File: src/rtl/raizing_video_pkg.sv
// Shared constants for the Raizing video timing path: config register map and
// the default raster geometry used by raizing_video_timer.
package raizing_video_pkg;

  localparam int DEF_W        = 9;
  localparam int DEF_H_TOTAL  = 432;
  localparam int DEF_H_ACTIVE = 320;
  localparam int DEF_HS_START = 360;
  localparam int DEF_HS_END   = 379;
  localparam int DEF_V_TOTAL  = 263;
  localparam int DEF_V_ACTIVE = 240;
  localparam int DEF_VS_START = 244;
  localparam int DEF_VS_END   = 249;

  // Register map of the GCU-side config port; codes 5..7 are ignored.
  typedef enum logic [2:0] {
    CFG_HS_START = 3'd0,
    CFG_HS_END   = 3'd1,
    CFG_VS_START = 3'd2,
    CFG_VS_END   = 3'd3,
    CFG_IRQ_LINE = 3'd4
  } cfg_addr_e;

endpackage

File: src/rtl/raizing_video_timer_if.sv
// Config/interrupt-acknowledge bus between the GCU register block and the
// video timer. The GCU side drives everything; the timer only listens.
interface raizing_video_timer_if #(
  parameter int W = 9
);

  logic         cfg_we;
  logic [2:0]   cfg_addr;
  logic [W-1:0] cfg_din;
  logic         irq_ack;

  modport master (output cfg_we, cfg_addr, cfg_din, irq_ack);
  modport slave  (input  cfg_we, cfg_addr, cfg_din, irq_ack);

endinterface

File: src/rtl/raizing_sync_window.sv
// Inclusive start/end window comparator used for both HSYNC and VSYNC.
// When start > end the window wraps around the end of the line/frame.
module raizing_sync_window #(
  parameter int W = 9
) (
  input  logic [W-1:0] pos,
  input  logic [W-1:0] win_start,
  input  logic [W-1:0] win_end,
  output logic         hit
);

  logic ge_start;
  logic le_end;

  assign ge_start = (pos >= win_start);
  assign le_end   = (pos <= win_end);

  // Normal window needs both bounds; a wrapped window needs either one.
  assign hit = (win_start <= win_end) ? (ge_start && le_end) : (ge_start || le_end);

endmodule

File: src/rtl/raizing_video_timer.sv
// Raster timing generator: pixel/line counters, blanking, programmable sync
// windows committed at frame wrap, one-line-ahead render line with flip
// mirroring, and a level raster interrupt. Every output is registered from the
// counters' next-state values so decodes and counters never skew.
module raizing_video_timer
  import raizing_video_pkg::*;
#(
  parameter int W        = DEF_W,
  parameter int H_TOTAL  = DEF_H_TOTAL,
  parameter int H_ACTIVE = DEF_H_ACTIVE,
  parameter int HS_START = DEF_HS_START,
  parameter int HS_END   = DEF_HS_END,
  parameter int V_TOTAL  = DEF_V_TOTAL,
  parameter int V_ACTIVE = DEF_V_ACTIVE,
  parameter int VS_START = DEF_VS_START,
  parameter int VS_END   = DEF_VS_END
) (
  input  logic                        clk,
  input  logic                        reset,
  input  logic                        pxl_cen,
  input  logic                        flip,
  raizing_video_timer_if.slave        cfg,
  output logic [W-1:0]                hpos,
  output logic [W-1:0]                vpos,
  output logic [W-1:0]                vrender,
  output logic                        lhbl,
  output logic                        lvbl,
  output logic                        display_on,
  output logic                        hsync,
  output logic                        vsync,
  output logic                        irq
);

  // Counter next-state
  logic         h_wrap;
  logic         v_wrap;
  logic         frame_wrap;
  logic [W-1:0] h_nxt;
  logic [W-1:0] v_nxt;
  logic [W-1:0] r_nxt;
  logic [W-1:0] r_q;

  // Config registers: pending (written any time) and active (frame-committed)
  logic [W-1:0] hs_start_pend_q, hs_end_pend_q, vs_start_pend_q, vs_end_pend_q;
  logic [W-1:0] hs_start_pend_d, hs_end_pend_d, vs_start_pend_d, vs_end_pend_d;
  logic [W-1:0] hs_start_act_q,  hs_end_act_q,  vs_start_act_q,  vs_end_act_q;
  logic [W-1:0] hs_start_act_d,  hs_end_act_d,  vs_start_act_d,  vs_end_act_d;
  logic [W-1:0] irq_line_q, irq_line_d;

  logic hs_hit;
  logic vs_hit;
  logic irq_set;

  assign h_wrap     = (hpos == W'(H_TOTAL - 1));
  assign v_wrap     = (vpos == W'(V_TOTAL - 1));
  assign frame_wrap = pxl_cen && h_wrap && v_wrap;
  assign h_nxt      = h_wrap ? '0 : hpos + W'(1);
  assign v_nxt      = h_wrap ? (v_wrap ? '0 : vpos + W'(1)) : vpos;
  // Render runs one line ahead; the last line renders line 0 of the next frame.
  assign r_nxt      = (v_nxt == W'(V_TOTAL - 1)) ? '0 : v_nxt + W'(1);

  // Decode config writes into the pending set and the immediate irq line.
  // NOTE: every output of this block gets a default first, so no path leaves a value unassigned and no latch is inferred.
  always_comb begin
    hs_start_pend_d = hs_start_pend_q;
    hs_end_pend_d   = hs_end_pend_q;
    vs_start_pend_d = vs_start_pend_q;
    vs_end_pend_d   = vs_end_pend_q;
    irq_line_d      = irq_line_q;
    if (cfg.cfg_we) begin
      case (cfg.cfg_addr)
        CFG_HS_START: hs_start_pend_d = cfg.cfg_din;
        CFG_HS_END:   hs_end_pend_d   = cfg.cfg_din;
        CFG_VS_START: vs_start_pend_d = cfg.cfg_din;
        CFG_VS_END:   vs_end_pend_d   = cfg.cfg_din;
        CFG_IRQ_LINE: irq_line_d      = cfg.cfg_din;
        default: ;
      endcase
    end
  end

  // Commit pending sync values at frame wrap, including a write landing that same cycle.
  assign hs_start_act_d = frame_wrap ? hs_start_pend_d : hs_start_act_q;
  assign hs_end_act_d   = frame_wrap ? hs_end_pend_d   : hs_end_act_q;
  assign vs_start_act_d = frame_wrap ? vs_start_pend_d : vs_start_act_q;
  assign vs_end_act_d   = frame_wrap ? vs_end_pend_d   : vs_end_act_q;

  raizing_sync_window #(.W(W)) u_hsync_win (
    .pos       (h_nxt),
    .win_start (hs_start_act_d),
    .win_end   (hs_end_act_d),
    .hit       (hs_hit)
  );

  raizing_sync_window #(.W(W)) u_vsync_win (
    .pos       (v_nxt),
    .win_start (vs_start_act_d),
    .win_end   (vs_end_act_d),
    .hit       (vs_hit)
  );

  // Config register file: pending sync set, active sync set and irq line.
  // NOTE: sequential state uses non-blocking assignments so every register samples pre-edge values regardless of statement order.
  always_ff @(posedge clk) begin
    if (reset) begin
      hs_start_pend_q <= W'(HS_START);
      hs_end_pend_q   <= W'(HS_END);
      vs_start_pend_q <= W'(VS_START);
      vs_end_pend_q   <= W'(VS_END);
      hs_start_act_q  <= W'(HS_START);
      hs_end_act_q    <= W'(HS_END);
      vs_start_act_q  <= W'(VS_START);
      vs_end_act_q    <= W'(VS_END);
      irq_line_q      <= '1;
    end else begin
      hs_start_pend_q <= hs_start_pend_d;
      hs_end_pend_q   <= hs_end_pend_d;
      vs_start_pend_q <= vs_start_pend_d;
      vs_end_pend_q   <= vs_end_pend_d;
      hs_start_act_q  <= hs_start_act_d;
      hs_end_act_q    <= hs_end_act_d;
      vs_start_act_q  <= vs_start_act_d;
      vs_end_act_q    <= vs_end_act_d;
      irq_line_q      <= irq_line_d;
    end
  end

  // Counters and registered decodes, advancing only on pixel enables.
  always_ff @(posedge clk) begin
    if (reset) begin
      hpos       <= '0;
      vpos       <= '0;
      r_q        <= W'(1);
      lhbl       <= 1'b1;
      lvbl       <= 1'b1;
      display_on <= 1'b1;
      hsync      <= 1'b0;
      vsync      <= 1'b0;
    end else if (pxl_cen) begin
      hpos       <= h_nxt;
      vpos       <= v_nxt;
      r_q        <= r_nxt;
      lhbl       <= (h_nxt < W'(H_ACTIVE));
      lvbl       <= (v_nxt < W'(V_ACTIVE));
      display_on <= (h_nxt < W'(H_ACTIVE)) && (v_nxt < W'(V_ACTIVE));
      hsync      <= hs_hit;
      vsync      <= vs_hit;
    end
  end

  // Raster interrupt fires at the start of irq_line; a simultaneous ack loses.
  assign irq_set = pxl_cen && (h_nxt == '0) && (v_nxt == irq_line_q);

  // Level interrupt: set has priority over acknowledge.
  always_ff @(posedge clk) begin
    if (reset) begin
      irq <= 1'b0;
    end else if (irq_set) begin
      irq <= 1'b1;
    end else if (cfg.irq_ack) begin
      irq <= 1'b0;
    end
  end

  // Flip mirrors only visible render lines; blanking lines pass through.
  assign vrender = (flip && (r_q < W'(V_ACTIVE))) ? (W'(V_ACTIVE - 1) - r_q) : r_q;

endmodule

File: src/flat_wrapper.sv
// flat-port wrapper written by rule: the top's interface ports become plain ports
module raizing_video_timer_flat import raizing_video_pkg::*;
#(
  parameter int W        = DEF_W,
  parameter int H_TOTAL  = DEF_H_TOTAL,
  parameter int H_ACTIVE = DEF_H_ACTIVE,
  parameter int HS_START = DEF_HS_START,
  parameter int HS_END   = DEF_HS_END,
  parameter int V_TOTAL  = DEF_V_TOTAL,
  parameter int V_ACTIVE = DEF_V_ACTIVE,
  parameter int VS_START = DEF_VS_START,
  parameter int VS_END   = DEF_VS_END
)
  (clk, reset, pxl_cen, flip, hpos, vpos, vrender, lhbl, lvbl, display_on, hsync, vsync, irq, cfg_cfg_we, cfg_cfg_addr, cfg_cfg_din, cfg_irq_ack);
  raizing_video_timer_if #(.W(W)) cfg_i ();
  input  logic clk;
  input  logic reset;
  input  logic pxl_cen;
  input  logic flip;
  output logic [W-1:0] hpos;
  output logic [W-1:0] vpos;
  output logic [W-1:0] vrender;
  output logic lhbl;
  output logic lvbl;
  output logic display_on;
  output logic hsync;
  output logic vsync;
  output logic irq;
  input wire logic [$bits(cfg_i.cfg_we)-1:0] cfg_cfg_we;
  input wire logic [$bits(cfg_i.cfg_addr)-1:0] cfg_cfg_addr;
  input wire logic [$bits(cfg_i.cfg_din)-1:0] cfg_cfg_din;
  input wire logic [$bits(cfg_i.irq_ack)-1:0] cfg_irq_ack;
  assign cfg_i.cfg_we = cfg_cfg_we;
  assign cfg_i.cfg_addr = cfg_cfg_addr;
  assign cfg_i.cfg_din = cfg_cfg_din;
  assign cfg_i.irq_ack = cfg_irq_ack;
  raizing_video_timer #(.W(W), .H_TOTAL(H_TOTAL), .H_ACTIVE(H_ACTIVE), .HS_START(HS_START), .HS_END(HS_END), .V_TOTAL(V_TOTAL), .V_ACTIVE(V_ACTIVE), .VS_START(VS_START), .VS_END(VS_END)) u_core (.clk(clk), .reset(reset), .pxl_cen(pxl_cen), .flip(flip), .cfg(cfg_i), .hpos(hpos), .vpos(vpos), .vrender(vrender), .lhbl(lhbl), .lvbl(lvbl), .display_on(display_on), .hsync(hsync), .vsync(vsync), .irq(irq));
endmodule
File: config.mk
export PLATFORM = sky130hd
export DESIGN_NAME = raizing_video_timer_flat
export DESIGN_NICKNAME = d
export VERILOG_FILES = /design/src/rtl/raizing_video_pkg.sv /design/src/rtl/raizing_video_timer_if.sv /design/src/rtl/raizing_sync_window.sv /design/src/rtl/raizing_video_timer.sv /design/src/flat_wrapper.sv
export SDC_FILE = /design/constraint.sdc
export NUM_CORES = 1
export LEC_CHECK = 0
export ABC_CLOCK_PERIOD_IN_PS = 10900
export BUFFER_PORTS_ARGS = -buffer_cell sky130_fd_sc_hd__buf_2
export CELL_PAD_IN_SITES_DETAIL_PLACEMENT = 1
export CELL_PAD_IN_SITES_GLOBAL_PLACEMENT = 2
export CORE_ASPECT_RATIO = 1.5
export CORE_MARGIN = 2
export CORE_UTILIZATION = 40
export CTS_CLUSTER_SIZE = 16
export DETAILED_ROUTE_END_ITERATION = 10
export GPL_TIMING_DRIVEN = 0
export PLACE_DENSITY = 0.91
export SYNTH_ARGS = -nofsm -noshare
export SYNTH_HDL_FRONTEND = slang
export SYNTH_SLANG_ARGS = --single-unit
File: constraint.sdc
create_clock -name clk -period 10.9 [get_ports clk]
set_input_delay 2.18 -clock clk [delete_from_list [all_inputs] [get_ports clk]]
set_output_delay 2.18 -clock clk [all_outputs]
set_load 0.03 [all_outputs]
==> After elaboration in Yosys (flattened, before gate mapping) <==
Index checks and enable logic that the tools add are counted.
{ "op_classes": {"add_sub_neg": 4, "magnitude_cmp": 9, "eq_ne": 8, "mux": 21, "reduce_logical": 14} }
{ "ops": {"columns": ["op", "n"], "rows": [
  ["two-way mux 9 bit", 17],
  ["<= comparator 9 bit", 4],
  ["adder 9 x 1 -> 9 bit, second input constant", 3],
  ["== test 9 bit, second input constant", 3],
  [">= comparator 9 bit", 2],
  ["less-than comparator 9 x 8 -> 1 bit, second input constant", 2],
  ["== test 9 bit", 1],
  ["logical NOT 9 bit", 1],
  ["less-than comparator 9 bit, second input constant", 1],
  ["subtractor 8 x 9 -> 9 bit, first input constant", 1],
  ["logical AND 1 bit", 8],
  ["== test 3 x 2 -> 1 bit, second input constant", 2],
  ["two-way mux 1 bit", 4],
  ["== test 3 x 1 -> 1 bit, second input constant", 1],
  ["== test 3 bit, second input constant", 1],
  ["logical NOT 3 bit", 1],
  ["logical OR 1 bit", 2],
  ["AND reduction 2 bit", 1],
  ["nonzero test 2 bit", 1]
]} }
{ "word_totals": {"ff_bits": 114, "input_bits": 18, "wordCells": 74} }

==> Depth between registers and ports, before layout <==
{ "logic_depth": {"ltp_word": 7, "mapped_depth": 18, "mapped_depth_nobuf": 16} }

==> Cells and area by module <==
From an unflattened synthesis, not the netlist that was laid out.
{ "unflattened": {"hier_cells": 747, "hier_area_um2": 6621.4} }
{ "by_module_without_submodules": {"columns": ["mod", "n_inst", "cells_each", "area_per_inst_um2", "seq_area_each_um2"], "rows": [
  ["raizing_video_timer", 1, 580, 5323.9, 2282.2],
  ["raizing_sync_window (u_core.u_vsync_win)", 1, 85, 651.9, 0.0],
  ["raizing_sync_window (u_core.u_hsync_win)", 1, 82, 645.6, 0.0]
]} }

==> Least setup slack after synthesis <==
Ideal clock, no wire load.
{ "synth_path": {"kind": "input to output", "from": "in flip", "to": "out vrender[5]", "arrival_time_ns": 3.329, "path_slack_ns": 5.391, "stages": 4, "n_path_buf": 1, "path_cell_list": "nand2b_1 a41o_1 clkbuf_1 o21ai_0"} }
{ "synth_via": {"elab_chain_len": 2} }
{ "synth_rtl": {"columns": ["item", "line", "source"], "rows": [
  ["start, declared", "flat_wrapper.sv:19", "input logic flip;"],
  ["logical AND 1 bit", "raizing_video_timer.sv:166", "assign vrender = (flip && (r_q < W'(V_ACTIVE))) ? (W'(V_ACTIVE - 1) - r_q) : r_q;"],
  ["two-way mux 9 bit", "raizing_video_timer.sv:166", null],
  ["end, declared", "flat_wrapper.sv:22", "output logic [W-1:0] vrender;"]
]} }
No other way between the ends.

==> Final worst setup path <==
{ "layout_path": {"from": "in flip", "to": "out vrender[6]"} }
Same word-level chain as after synthesis.

==> qor.yml <==
fin_skew_ns: 0.0121
timing.rr.start: "u_core.hpos[0]"
synth-edff-count: 0
insertion_delay_ns: 0.42
hold_viol: 0
diodes: 0
crit_path_start_kind: "input pin"
synth_area_leaders: "dfxtp_1 36%, ha_1 12%, mux2i_1 7.7%"
core.rowCount: 56
tns_ns: 0
placed_area_sq_um: 6860
grt_max_degree: 17
dp.cells: 998
via_count: 5606
clockRootBuffer: "clkbuf_16"
cp_data_required_time_ns: 8.72
relSlewSlack: 0.197
fillCellCount: 1862
yosysSeqAreaShare: 0.359
cts_resized: 0
worst_ep_arrival_time_ns: 3.27
first_iter_violations: 211
ff_latch_area_sq_um: 2280
yosysUniqueCellTypes: 68
synth.most_common_cell: "dfxtp_1"
clk_pin_slew_ns: 0.06
antenna_found_initial: 0
synthFlopType: "dfxtp_1"
setup.worst_path.end_class: "output pin"
ys_ff_latch: 114
yosysWarnings: 0
dr.pass1.iters: 4
cts_buffer_depth: 2
multi_input_area_sq_um: 3760
fin_area_sq_um: 7470
yosys-top-cells-count: "114 x dfxtp_1, 112 x nand2_1, 70 x nor2_1, 60 x ha_1, 51 x o21ai_0"
grt_use_total: 0.244
rsz0062_at_grt: "no"
netlist_area_sq_um: 6360
vdd_drop_max_mv: 0.0927
grt_pass1_wl_um: 31800
holdBufCountCts: 0
cp_max_fo: 7
core_area_sq_um: 15600
die-area_sq_um: 16900
io-pin-count: 51
startpoint: "flip"
maxSlewViolCount: 0
synth_nets: 823
drcViolationCount: 0
cts_htree_levels: 4
status: "complete, no violations"
drive_gt1_frac: 0.138
p_leak_uw: 0.00321
cts_made_buffers: 17
max_freq_mhz: 184
async_reset_ff_frac: 0
p_per_area_nw_per_um2: 147
grt_pass1_vias: 6083
dieWidth_um: 107
maxCapViolCount: 0
nets: 892
final_cells: 1030
finalCriticalPeriod_ns: 5.45
post_cts_buffers: 0
routed_wirelength_um: 19600
fin_crit_sh: 0.500
worstHoldStart: "u_core.hs_end_pend_q[1]"
area_growth_syn_to_layout_pct: 17.5
synthCells: 745
overflow: 0
port_buffers: 50
synth_top_area_frac: 0.359
synth_top_cell_by_area: "dfxtp_1"
avgViaCountPerCell: 5.44
cts_tree: "done"
start_util: 0.407
hpwl_um: 14900
tightestPinTransition_ns: 1.19
avgSynthCellArea_sq_um: 8.53
hold_path_class: "flop to flop"
wl_per_cell_um: 19.0
setup_violations: 0
gp_congestion: 0.876
die_h_um: 158
clock_sinks: 114
path_class: "input pin to output pin"
drt.antenna.violating_nets: 0
==> where the power goes <==
group / total [uW] / internal, uW / switching, uW
clock network: 577 / 362 / 216
logic: 89.1 / 29.4 / 59.6
registers: 432 / 425 / 7.63
total: 1100 / 816 / 283
==> sequential cells by signal, indices dropped and copies added, names as in the netlist <==
register	cells
u_core.lvbl	1
u_core.hs_start_pend_q	9
u_core.vsync	1
u_core.vs_start_act_q	9
u_core.hpos	9
u_core.r_q	9
u_core.hs_end_pend_q	9
u_core.irq_line_q	9
u_core.hs_end_act_q	9
u_core.irq	1
u_core.lhbl	1
u_core.vs_end_pend_q	9
u_core.hs_start_act_q	9
u_core.hsync	1
u_core.vpos	9
u_core.vs_end_act_q	9
u_core.display_on	1
u_core.vs_start_pend_q	9
==> per-stage QoR <==
stage	hold WS [ns]	setup WS (ns)	total power, uW	util
floorplan	0.438	5.39	497	-
global placement	0.453	5.29	527	0.439
detailed placement	0.460	5.25	530	0.439
CTS	0.477	5.43	1110	0.478
global route	0.495	5.30	1130	0.478
finish	0.473	5.45	1100	0.478
==> worst paths after layout <==
kind | depth (start not counted) | endpoint | slack (ns)
max | 7 | vrender[6] | 5.45
min | 2 | u_core.hs_end_pend_q[1] | 0.47
max reg2reg | 16 | u_core.vsync | 6.44
min reg2reg | 2 | u_core.hs_end_pend_q[1] | 0.47
==> kinds of logic after synthesis <==
group / after synthesis / share of synthesized area
AOI/OAI and AO/OA: 141 / 0.141
xor gates and xnor gates: 33 / 0.0478
adders and majority gates: 60 / 0.118
buffers and inverters: 76 / 0.0492
DFF: 114 / 0.359
muxes: 49 / 0.0772
and+or+nand+nor: 272 / 0.208
==> layout make-up <==
class / instances / share of cell area
multi-input cells: 555 / 0.504
flip-flops and latches: 114 / 0.305
clock buffers: 18 / 0.0574
well taps: 203 / 0.0340
repair buffers: 50 / 0.0335
clock inverters: 14 / 0.0241
plain buffers: 40 / 0.0238
inverters: 36 / 0.0181
==> layer usage <==
layer  wire length, um  up-vias  global-route usage
met3               569       39              0.0262
met5                 0        -                   0
met1              7760     2739               0.258
li1                  -     2726                   -
met4               666        0               0.114
met2             10600      102               0.477
==> placed cells by master (no fill, tap or decap), types with 5 or more instances in the layout <==
cell type / Yosys / routed
dfxtp_1: 114 / 114
nand2_1: 112 / 112
nor2_1: 70 / 70
buf_2: 10 / 60
ha_1: 60 / 60
o21ai_0: 51 / 51
mux2i_1: 49 / 49
inv_1: 36 / 36
a21oi_1: 33 / 33
clkbuf_1: 19 / 20
clkbuf_16: 0 / 17
xnor2_1: 16 / 16
xor2_1: 15 / 15
nand3_1: 14 / 14
nor3_1: 12 / 12
nand4_1: 12 / 12
a211oi_1: 9 / 9
buf_1: 8 / 8
nand2b_1: 8 / 8
o21a_1: 8 / 8
a21o_1: 7 / 7
clkinv_4: 0 / 6
and3_1: 5 / 5
nor2b_1: 5 / 5
==> critical path: stages <==
cell and delay, ns:
buf_2 0.09, nand2b_1 0.07, a41o_1 0.21, clkbuf_1 0.20, nor2_1 0.16, xor2_1 0.14, buf_2 0.21
Note: power is estimated with default switching activity, not from simulation.
